--- src/rtl/array_result_drain_if.sv ---
// Result stream from the drain stage to the output buffer / writeback logic.
// One lane per beat, transferred when valid and ready are both high.
interface array_result_drain_if #(
    parameter int unsigned DATA_W = 32,
    parameter int unsigned IDX_W  = 4
) ();
    logic [DATA_W-1:0] data;
    logic [IDX_W-1:0]  index;
    logic              valid;
    logic              last;
    logic              ready;

    modport master (output data, output index, output valid, output last, input ready);
    modport slave  (input data, input index, input valid, input last, output ready);
endinterface

--- src/rtl/array_result_drain.sv ---
// Snapshots all PE-array result lanes on a capture pulse and serializes them one
// lane per beat over a valid/ready stream. Optional macro: DRAIN_RELU_EN (ReLU on output).
module array_result_drain #(
    parameter int unsigned BLOCK_SIZE = 4,
    parameter int unsigned DATA_WIDTH = 8,
    parameter int unsigned ARRAY_SIZE = 4
) (
    input  logic                                            i_clk,
    input  logic                                            i_rst,
    input  logic [BLOCK_SIZE*ARRAY_SIZE-1:0][4*DATA_WIDTH-1:0] i_array_output,
    input  logic                                            i_capture,
    output logic                                            o_busy,
    output logic                                            o_overrun,
    array_result_drain_if.master                            drain_if
);
    localparam int unsigned LANES     = BLOCK_SIZE * ARRAY_SIZE;
    localparam int unsigned IDX_WIDTH = $clog2(LANES);
    localparam int unsigned LANE_W    = 4 * DATA_WIDTH;
    localparam logic [IDX_WIDTH-1:0] LAST_IDX = IDX_WIDTH'(LANES - 1);

    typedef enum logic {ST_IDLE, ST_DRAIN} state_t;

    state_t                          r_state;
    logic [LANES-1:0][LANE_W-1:0]    r_buf;
    logic [IDX_WIDTH-1:0]            r_idx;
    logic                            r_valid;
    logic                            r_last;
    logic                            r_busy;
    logic                            r_overrun;

    logic [LANE_W-1:0]               w_lane;
    logic [LANE_W-1:0]               w_data;
    logic                            w_xfer;
    logic                            w_final_xfer;

    assign w_lane       = r_buf[r_idx];
    assign w_xfer       = r_valid && drain_if.ready;
    assign w_final_xfer = w_xfer && (r_idx == LAST_IDX);

    // Output transform works on the stored raw value; the buffer itself is never altered.
`ifdef DRAIN_RELU_EN
    assign w_data = w_lane[LANE_W-1] ? '0 : w_lane;
`else
    assign w_data = w_lane;
`endif

    always_ff @(posedge i_clk) begin
        if (i_rst) begin
            r_state   <= ST_IDLE;
            r_buf     <= '0;
            r_idx     <= '0;
            r_valid   <= 1'b0;
            r_last    <= 1'b0;
            r_busy    <= 1'b0;
            r_overrun <= 1'b0;
        end else begin
            case (r_state)
                ST_IDLE: begin
                    if (i_capture) begin
                        r_buf   <= i_array_output;
                        r_idx   <= '0;
                        r_valid <= 1'b1;
                        r_busy  <= 1'b1;
                        r_last  <= (LAST_IDX == '0);
                        r_state <= ST_DRAIN;
                    end
                end
                ST_DRAIN: begin
                    // A capture coinciding with the final transfer chains the next tile with no bubble.
                    if (w_final_xfer) begin
                        r_idx <= '0;
                        if (i_capture) begin
                            r_buf  <= i_array_output;
                            r_last <= (LAST_IDX == '0);
                        end else begin
                            r_valid <= 1'b0;
                            r_busy  <= 1'b0;
                            r_last  <= 1'b0;
                            r_state <= ST_IDLE;
                        end
                    end else if (w_xfer) begin
                        r_idx  <= r_idx + IDX_WIDTH'(1);
                        r_last <= ((r_idx + IDX_WIDTH'(1)) == LAST_IDX);
                    end
                    if (i_capture && !w_final_xfer) begin
                        r_overrun <= 1'b1;
                    end
                end
                default: begin
                    r_state <= ST_IDLE;
                end
            endcase
        end
    end

    assign drain_if.data  = w_data;
    assign drain_if.index = r_idx;
    assign drain_if.valid = r_valid;
    assign drain_if.last  = r_last;
    assign o_busy         = r_busy;
    assign o_overrun      = r_overrun;

endmodule

--- src/flat_wrapper.sv ---
// flat-port wrapper written by rule: the top's interface ports become plain ports
module array_result_drain_flat 
#(
    parameter int unsigned BLOCK_SIZE = 4,
    parameter int unsigned DATA_WIDTH = 8,
    parameter int unsigned ARRAY_SIZE = 4
)
  (i_clk, i_rst, i_array_output, i_capture, o_busy, o_overrun, drain_if_data, drain_if_index, drain_if_valid, drain_if_last, drain_if_ready);
  array_result_drain_if #(.DATA_W(32), .IDX_W(4)) drain_if_i ();
  input  logic i_clk;
  input  logic i_rst;
  input  logic [BLOCK_SIZE*ARRAY_SIZE-1:0][4*DATA_WIDTH-1:0] i_array_output;
  input  logic i_capture;
  output logic o_busy;
  output logic o_overrun;
  output wire logic [$bits(drain_if_i.data)-1:0] drain_if_data;
  output wire logic [$bits(drain_if_i.index)-1:0] drain_if_index;
  output wire logic [$bits(drain_if_i.valid)-1:0] drain_if_valid;
  output wire logic [$bits(drain_if_i.last)-1:0] drain_if_last;
  input wire logic [$bits(drain_if_i.ready)-1:0] drain_if_ready;
  assign drain_if_data = drain_if_i.data;
  assign drain_if_index = drain_if_i.index;
  assign drain_if_valid = drain_if_i.valid;
  assign drain_if_last = drain_if_i.last;
  assign drain_if_i.ready = drain_if_ready;
  array_result_drain #(.BLOCK_SIZE(BLOCK_SIZE), .DATA_WIDTH(DATA_WIDTH), .ARRAY_SIZE(ARRAY_SIZE)) u_core (.i_clk(i_clk), .i_rst(i_rst), .i_array_output(i_array_output), .i_capture(i_capture), .o_busy(o_busy), .o_overrun(o_overrun), .drain_if(drain_if_i));
endmodule
--- config.mk ---
export PLATFORM = sky130hd
export DESIGN_NAME = array_result_drain_flat
export DESIGN_NICKNAME = d
export VERILOG_FILES = /design/src/rtl/array_result_drain_if.sv /design/src/rtl/array_result_drain.sv /design/src/flat_wrapper.sv
export SDC_FILE = /design/constraint.sdc
export NUM_CORES = 1
export LEC_CHECK = 0
export CAP_MARGIN = 20
export CORE_MARGIN = 4
export CORE_UTILIZATION = 40
export CTS_CLUSTER_SIZE = 40
export DETAILED_ROUTE_END_ITERATION = 8
export GPL_TIMING_DRIVEN = 0
export SLEW_MARGIN = 5
export SYNTH_ARGS = -nofsm -noshare
export SYNTH_HDL_FRONTEND = slang
export SYNTH_SLANG_ARGS = --single-unit
--- constraint.sdc ---
create_clock -name i_clk -period 2 [get_ports i_clk]
set_input_delay 0.2 -clock i_clk [delete_from_list [all_inputs] [get_ports i_clk]]
set_output_delay 0.2 -clock i_clk [all_outputs]
set_load 0.005 [all_outputs]
Word-level counts from Yosys, hierarchy flattened
Index checks and enable logic that the tools add are counted.
- register bits after elaboration: 520
- magnitude comparators: 1
- reductions and logical operators: 7
- bitwise operators: 1
- add/subtract/negate cells: 1
- multiplexer cells: 20
- equality and inequality tests: 6
- operators by type and width (cell ; number):
    512-bit two-way mux ; 2
    512-bit one-hot mux with 2 select lines ; 1
    32-bit binary-select mux with 4-bit select ; 1
    32-bit two-way mux ; 1
    4-bit two-way mux ; 3
    4-bit == test (second input constant) ; 2
    1-bit two-way mux ; 8
    4-bit one-hot mux with 2 select lines ; 1
    2-bit inequality test (second input constant) ; 3
    1-bit one-hot mux with 2 select lines ; 3
    4-bit by 5-bit less-than comparator with 1-bit output (second input constant) ; 1
    4-bit by 1-bit adder with 4-bit output (second input constant) ; 1
    2-bit AND reduction ; 2
    1-bit logical AND ; 3
    3-bit inequality test (second input constant) ; 1
    3-bit AND reduction ; 1
    1-bit logical NOT ; 1
    1-bit inverter ; 1

Logic depth before layout (Yosys ltp)
- word-level depth: 5
- gate-level depth with buffers: 9

Least setup slack after synthesis
Ideal clock, no wire load.
- kind: register to output
- start point: register u_core.r_idx[0], in the netlist u_core.drain_if.index[0]
- end point: output drain_if_data[0]
- slack: 275 ps
- cell stages (with the launch flop): 7
- arrival time: 1525 ps
- path buffers: 3
- cells stage by stage: dfxtp_1 buf_2 buf_6 buf_6 mux4_2 mux2i_1 a21oi_1
- longest elaborated chain between the ends: 2
- ends and longest elaborated chain (element ; RTL line ; source):
    from (decl) ; array_result_drain.sv:25 ; logic [IDX_WIDTH-1:0] r_idx;
    from (signal assigned) ; array_result_drain.sv:82 ; r_idx <= r_idx + IDX_WIDTH'(1);
    32-bit binary-select mux with 4-bit select ; array_result_drain.sv:36 ; assign w_lane = r_buf[r_idx];
    32-bit two-way mux (implied by the code) ; array_result_drain.sv:36 ;
    to (decl) ; flat_wrapper.sv:16 ; output wire logic [$bits(drain_if_i.data)-1:0] drain_if_data;
No other way between the ends. The select of a mux whose other input is x is not followed.

Final worst setup path
- start point: register u_core.r_idx[0], in the netlist u_core.drain_if.index[0]
- end point: output drain_if_data[14]
Same word-level chain as after synthesis.

==> results.tsv <==
stage	metric	value	unit
status	status	complete, but fails checks	
status	violated checks	negative setup slack	
power_and_ir_drop	internal power	21.1	mW
clock_tree	Clk Latency, worst-skew pair	0.63	ns
detailed_routing	via density per instance	5.19	
yosys	Area contributors post-synth	dfxtp_1 (37%), mux2i_1 (24%), nand2b_1 (23%)	
final_layout	Layout area overhead	45.4	%
clock_tree	CTS H-Tree Depth	2	
floorplan	Die Y	272	microns
critical_path	Critical Path End Type	output port	
clock_tree	root buf cell	clkbuf_16	
sta	Final Hold Vio Count	0	
power_and_ir_drop	Combinational Power Share	19.5	%
sta	Least-Margin Pin Slew	1.14	ns
critical_path	critical path fanouts, max	6	
placement	Post-Place Worst Slack	-1.42	ns
grt	M3 GR Usage	5.07	%
detailed_routing	drt pass-1 iters	5	
sta	minimum clock period	2.96	ns
critical_path	Critical Path Sink	drain_if_data[14]	
floorplan	Core ar.	68900	sq um
power_and_ir_drop	Clock Power Share	40.2	%
critical_path	most frequent CP cell	buf_12	
yosys	syn avg cell area	10.5	sq um
power_and_ir_drop	Sw Ratio	25.9	%
critical_path	slowest CP cell	a22oi_2	
detailed_routing	DRC violations left	0	
placement	DP Area	34700	sq um
sta	Slew headroom	24.3	%
grt	largest net degree at the start of global routing	15	
yosys	register area share after synthesis	37.3	%
grt	first-pass GRT wire length	165000	microns
yosys	top_reg_cell synth	dfxtp_1	
placement	IO buf count	554	
critical_path	Max stage delay on crit path	0.38	ns
critical_path	Setup Crit Path Kind	reg2out	
power_and_ir_drop	pwr dens	700	nW/um^2
detailed_routing	via count	22800	
detailed_routing	final wirelength	120000	microns
grt	vias in the first global route	24100	
final_layout	final instance area	40600	sq um
detailed_routing	Routed wire per std cell	27.3	microns
sta	Final Worst Setup Slack	-0.962	ns
sta	unrepaired setup endpoints after global routing	true	
clock_tree	clock sink count	520	
critical_path	Worst EP arrival	2.76	ns
grt	most used routing layer	met2	
critical_path	CP cell instances	buf_6, buf_12, buf_16, buf_12, buf_12, mux2i_4, a22oi_2, nand3_2, o21ai_1, buf_4	
floorplan	IO Pins	556	
critical_path	Worst Setup Start Kind	flop	
detailed_routing	DRT antenna net count	0	
yosys	Warnings, synthesis	0	
yosys	Synth async-reset ratio	0	%
clock_tree	Hold Buf Count CTS	0	
yosys	Synth Cell Area	27900	sq um
floorplan	Die ar.	74100	sq um
critical_path	reg2reg end	u_core.r_buf[386]$_SDFFE_PP0P_	
clock_tree	total CTS buffers	57	
grt	initial antenna violation count	9	
power_and_ir_drop	leak pwr	15.2	nW
placement	gpl congestion	0.930	
yosys	post-synth top area share	37.3	%
floorplan	Die Width	272	microns
sta	Max Fclk	338	MHz
sta	final worst path period share	148	%
power_and_ir_drop	sequential share of power	40.2	%
placement	post-DP HPWL	89600	microns
sta	Final setup viols	461	
yosys	Post-synth EDFFs	0	
grt	grt met2 use	51.9	%
grt	grt ovf	0	
sta	final hold slack	0.142	ns
final_layout	final core utilization	58.9	%
yosys	cells after synthesis	2670	
critical_path	Reg2Reg Launch Point	u_core.drain_if.index[0]$_SDFFE_PP0P_	
clock_tree	CTS tree	yes	
grt	met1 GRT Util	39.3	%
critical_path	R2R setup slack	-0.20	ns
yosys	cell taking the most area after synthesis	dfxtp_1	
yosys	Syn Nets	3188	
job	Max-Cap Viols	0	
critical_path	WP data required	1.80	ns
floorplan	# rows	96	
sta	fin. max-slew vios	0	
sta	skew final	0.0194	ns
power_and_ir_drop	sw power	7.36	mW
yosys	flops & latches, synth	520	
floorplan	Initial Util	40.5	%
final_layout	nets	3944	
critical_path	CP Launch Point	u_core.drain_if.index[0]$_SDFFE_PP0P_	
clock_tree	maximum buffer depth of the clock tree	3	
worst_hold_path	Hold Crit Class	in2reg	
yosys	Netlist cell types	38	
power_and_ir_drop	Worst IR Drop VDD	0.000618	V
critical_path	R2R depth	13	
clock_tree	Clock transition at path regs	0.06	ns
detailed_routing	Iter 0 DRT Violations	1537	
grt	GRT Total Usage	30.4	%
final_layout	layout cells sized above 1	17.1	%
-- stage by stage --
step	instances	total power, mW	TNS [ns]
detailed placement	4157	16.2	-129.15
CTS	4352	28.2	-46.70
global placement	4155	16.1	-120.34
finish	4402	28.4	-58.80
floorplan	2670	13.9	0
global route	4402	29.3	-91.16
-- worst min path at each step --
stage / from / to / cells past startpoint
after floorplan: i_capture / u_core.r_state$_SDFF_PP0_ / 2
after global placement: u_core.r_buf[18]$_SDFFE_PP0P_ / u_core.r_buf[18]$_SDFFE_PP0P_ / 2
after detailed placement: u_core.r_buf[407]$_SDFFE_PP0P_ / u_core.r_buf[407]$_SDFFE_PP0P_ / 2
after CTS: i_array_output[93] / u_core.r_buf[93]$_SDFFE_PP0P_ / 3
after global routing: i_array_output[381] / u_core.r_buf[381]$_SDFFE_PP0P_ / 3
final: i_array_output[93] / u_core.r_buf[93]$_SDFFE_PP0P_ / 3
-- power by group through the flow --
| stage | clock [mW] | sequential, mW | combinational [mW] |
|---|---|---|---|
| 4_1_cts | 11.5 | 11.4 | 5.24 |
| 6_report | 11.4 | 11.4 | 5.56 |
| 3_3_place_gp | 0 | 11.6 | 4.51 |
| 2_1_floorplan | 0 | 11.5 | 2.40 |
| 3_5_place_dp | 0 | 11.6 | 4.56 |
| 5_1_grt | 12.0 | 11.5 | 5.80 |
-- flip-flops by register name, indices dropped and copies added, names as in the netlist --
signal	count
u_core.r_buf	512
u_core.drain_if.index	4
u_core.drain_if.last	1
u_core.drain_if.valid	1
u_core.o_overrun	1
u_core.r_state	1
-- final cells by class --
class                           count  area, sq um
Sequential cell                   520        10400
Multi-Input combinational cell   1919        16600
Antenna cell                        2         5.00
Tap cell                          931         1160
Buffer                            224         2250
Inverter                            3         11.3
Timing Repair Buffer              701         8180
Clock buffer                       84         1740
Fill cell                        5924        28300
Clock inverter                     18          275
-- routing by layer --
layer	wire (microns)	part of all wire (%)
met5	62	0.052
met4	4520	3.8
met3	6890	5.7
met2	57400	48
met1	51200	43
-- worst max-delay path: cells and delay by family (launching register included) --
| family | cells | cell delay [ns] |
|---|---|---|
| flip-flops | 1 | 0.33 |
| multiplexers | 1 | 0.19 |
| AO/OA/AOI/OAI | 2 | 0.51 |
| buffers and inverters | 6 | 0.90 |
| AND/OR/NAND/NOR | 1 | 0.19 |
-- cell usage after synthesis (all sizes together) (2+ instances only) --
cell	count
nand2b	1025
mux2i	664
dfxtp	520
clkbuf	135
buf	93
mux4	68
a22oi	60
nand3	32
o21ai	32
nor2	8
a21oi	5
a31oi	3
inv	3
nor2b	3
and2	2
ha	2
nand2	2
o22ai	2
-- timing repair --
action,CTS,global route
endpoints found under the hold margin,0,0
gates resized for setup,398,132
setup endpoints to repair,516,439
gates cloned,35,34
setup buffers,60,33
pin swaps,39,24
-- cells by family (layout without fill, tap and decap cells) --
family,Yosys count,in the layout,synth area share [%]
AND/OR/NAND/NOR,1078,1078,24.0
AO/OA/AOI/OAI,106,106,2.53
other,0,2,0
buffers and inverters,231,1030,6.78
XOR/XNOR,1,1,0.0314
adder cells (fa/ha/maj),2,2,0.0896
multiplexers,732,732,29.3
flip-flops,520,520,37.3
-- cells in the final DEF, fill, tap and decap left out, types with 22 or more instances in the layout --
| cell | netlist | final |
|---|---|---|
| a22oi_1 | 60 | 22 |
| buf_12 | 53 | 104 |
| buf_4 | 10 | 43 |
| a22oi_2 | 0 | 38 |
| mux2i_4 | 0 | 30 |
| dfxtp_1 | 520 | 515 |
| mux2i_2 | 0 | 31 |
| clkdlybuf4s50_1 | 0 | 521 |
| buf_16 | 0 | 30 |
| nand2b_1 | 1025 | 1025 |
| clkbuf_1 | 135 | 122 |
| buf_6 | 13 | 24 |
| clkbuf_16 | 0 | 93 |
| mux4_2 | 68 | 68 |
| mux2i_1 | 664 | 603 |
(Power assumes the default switching activity.)
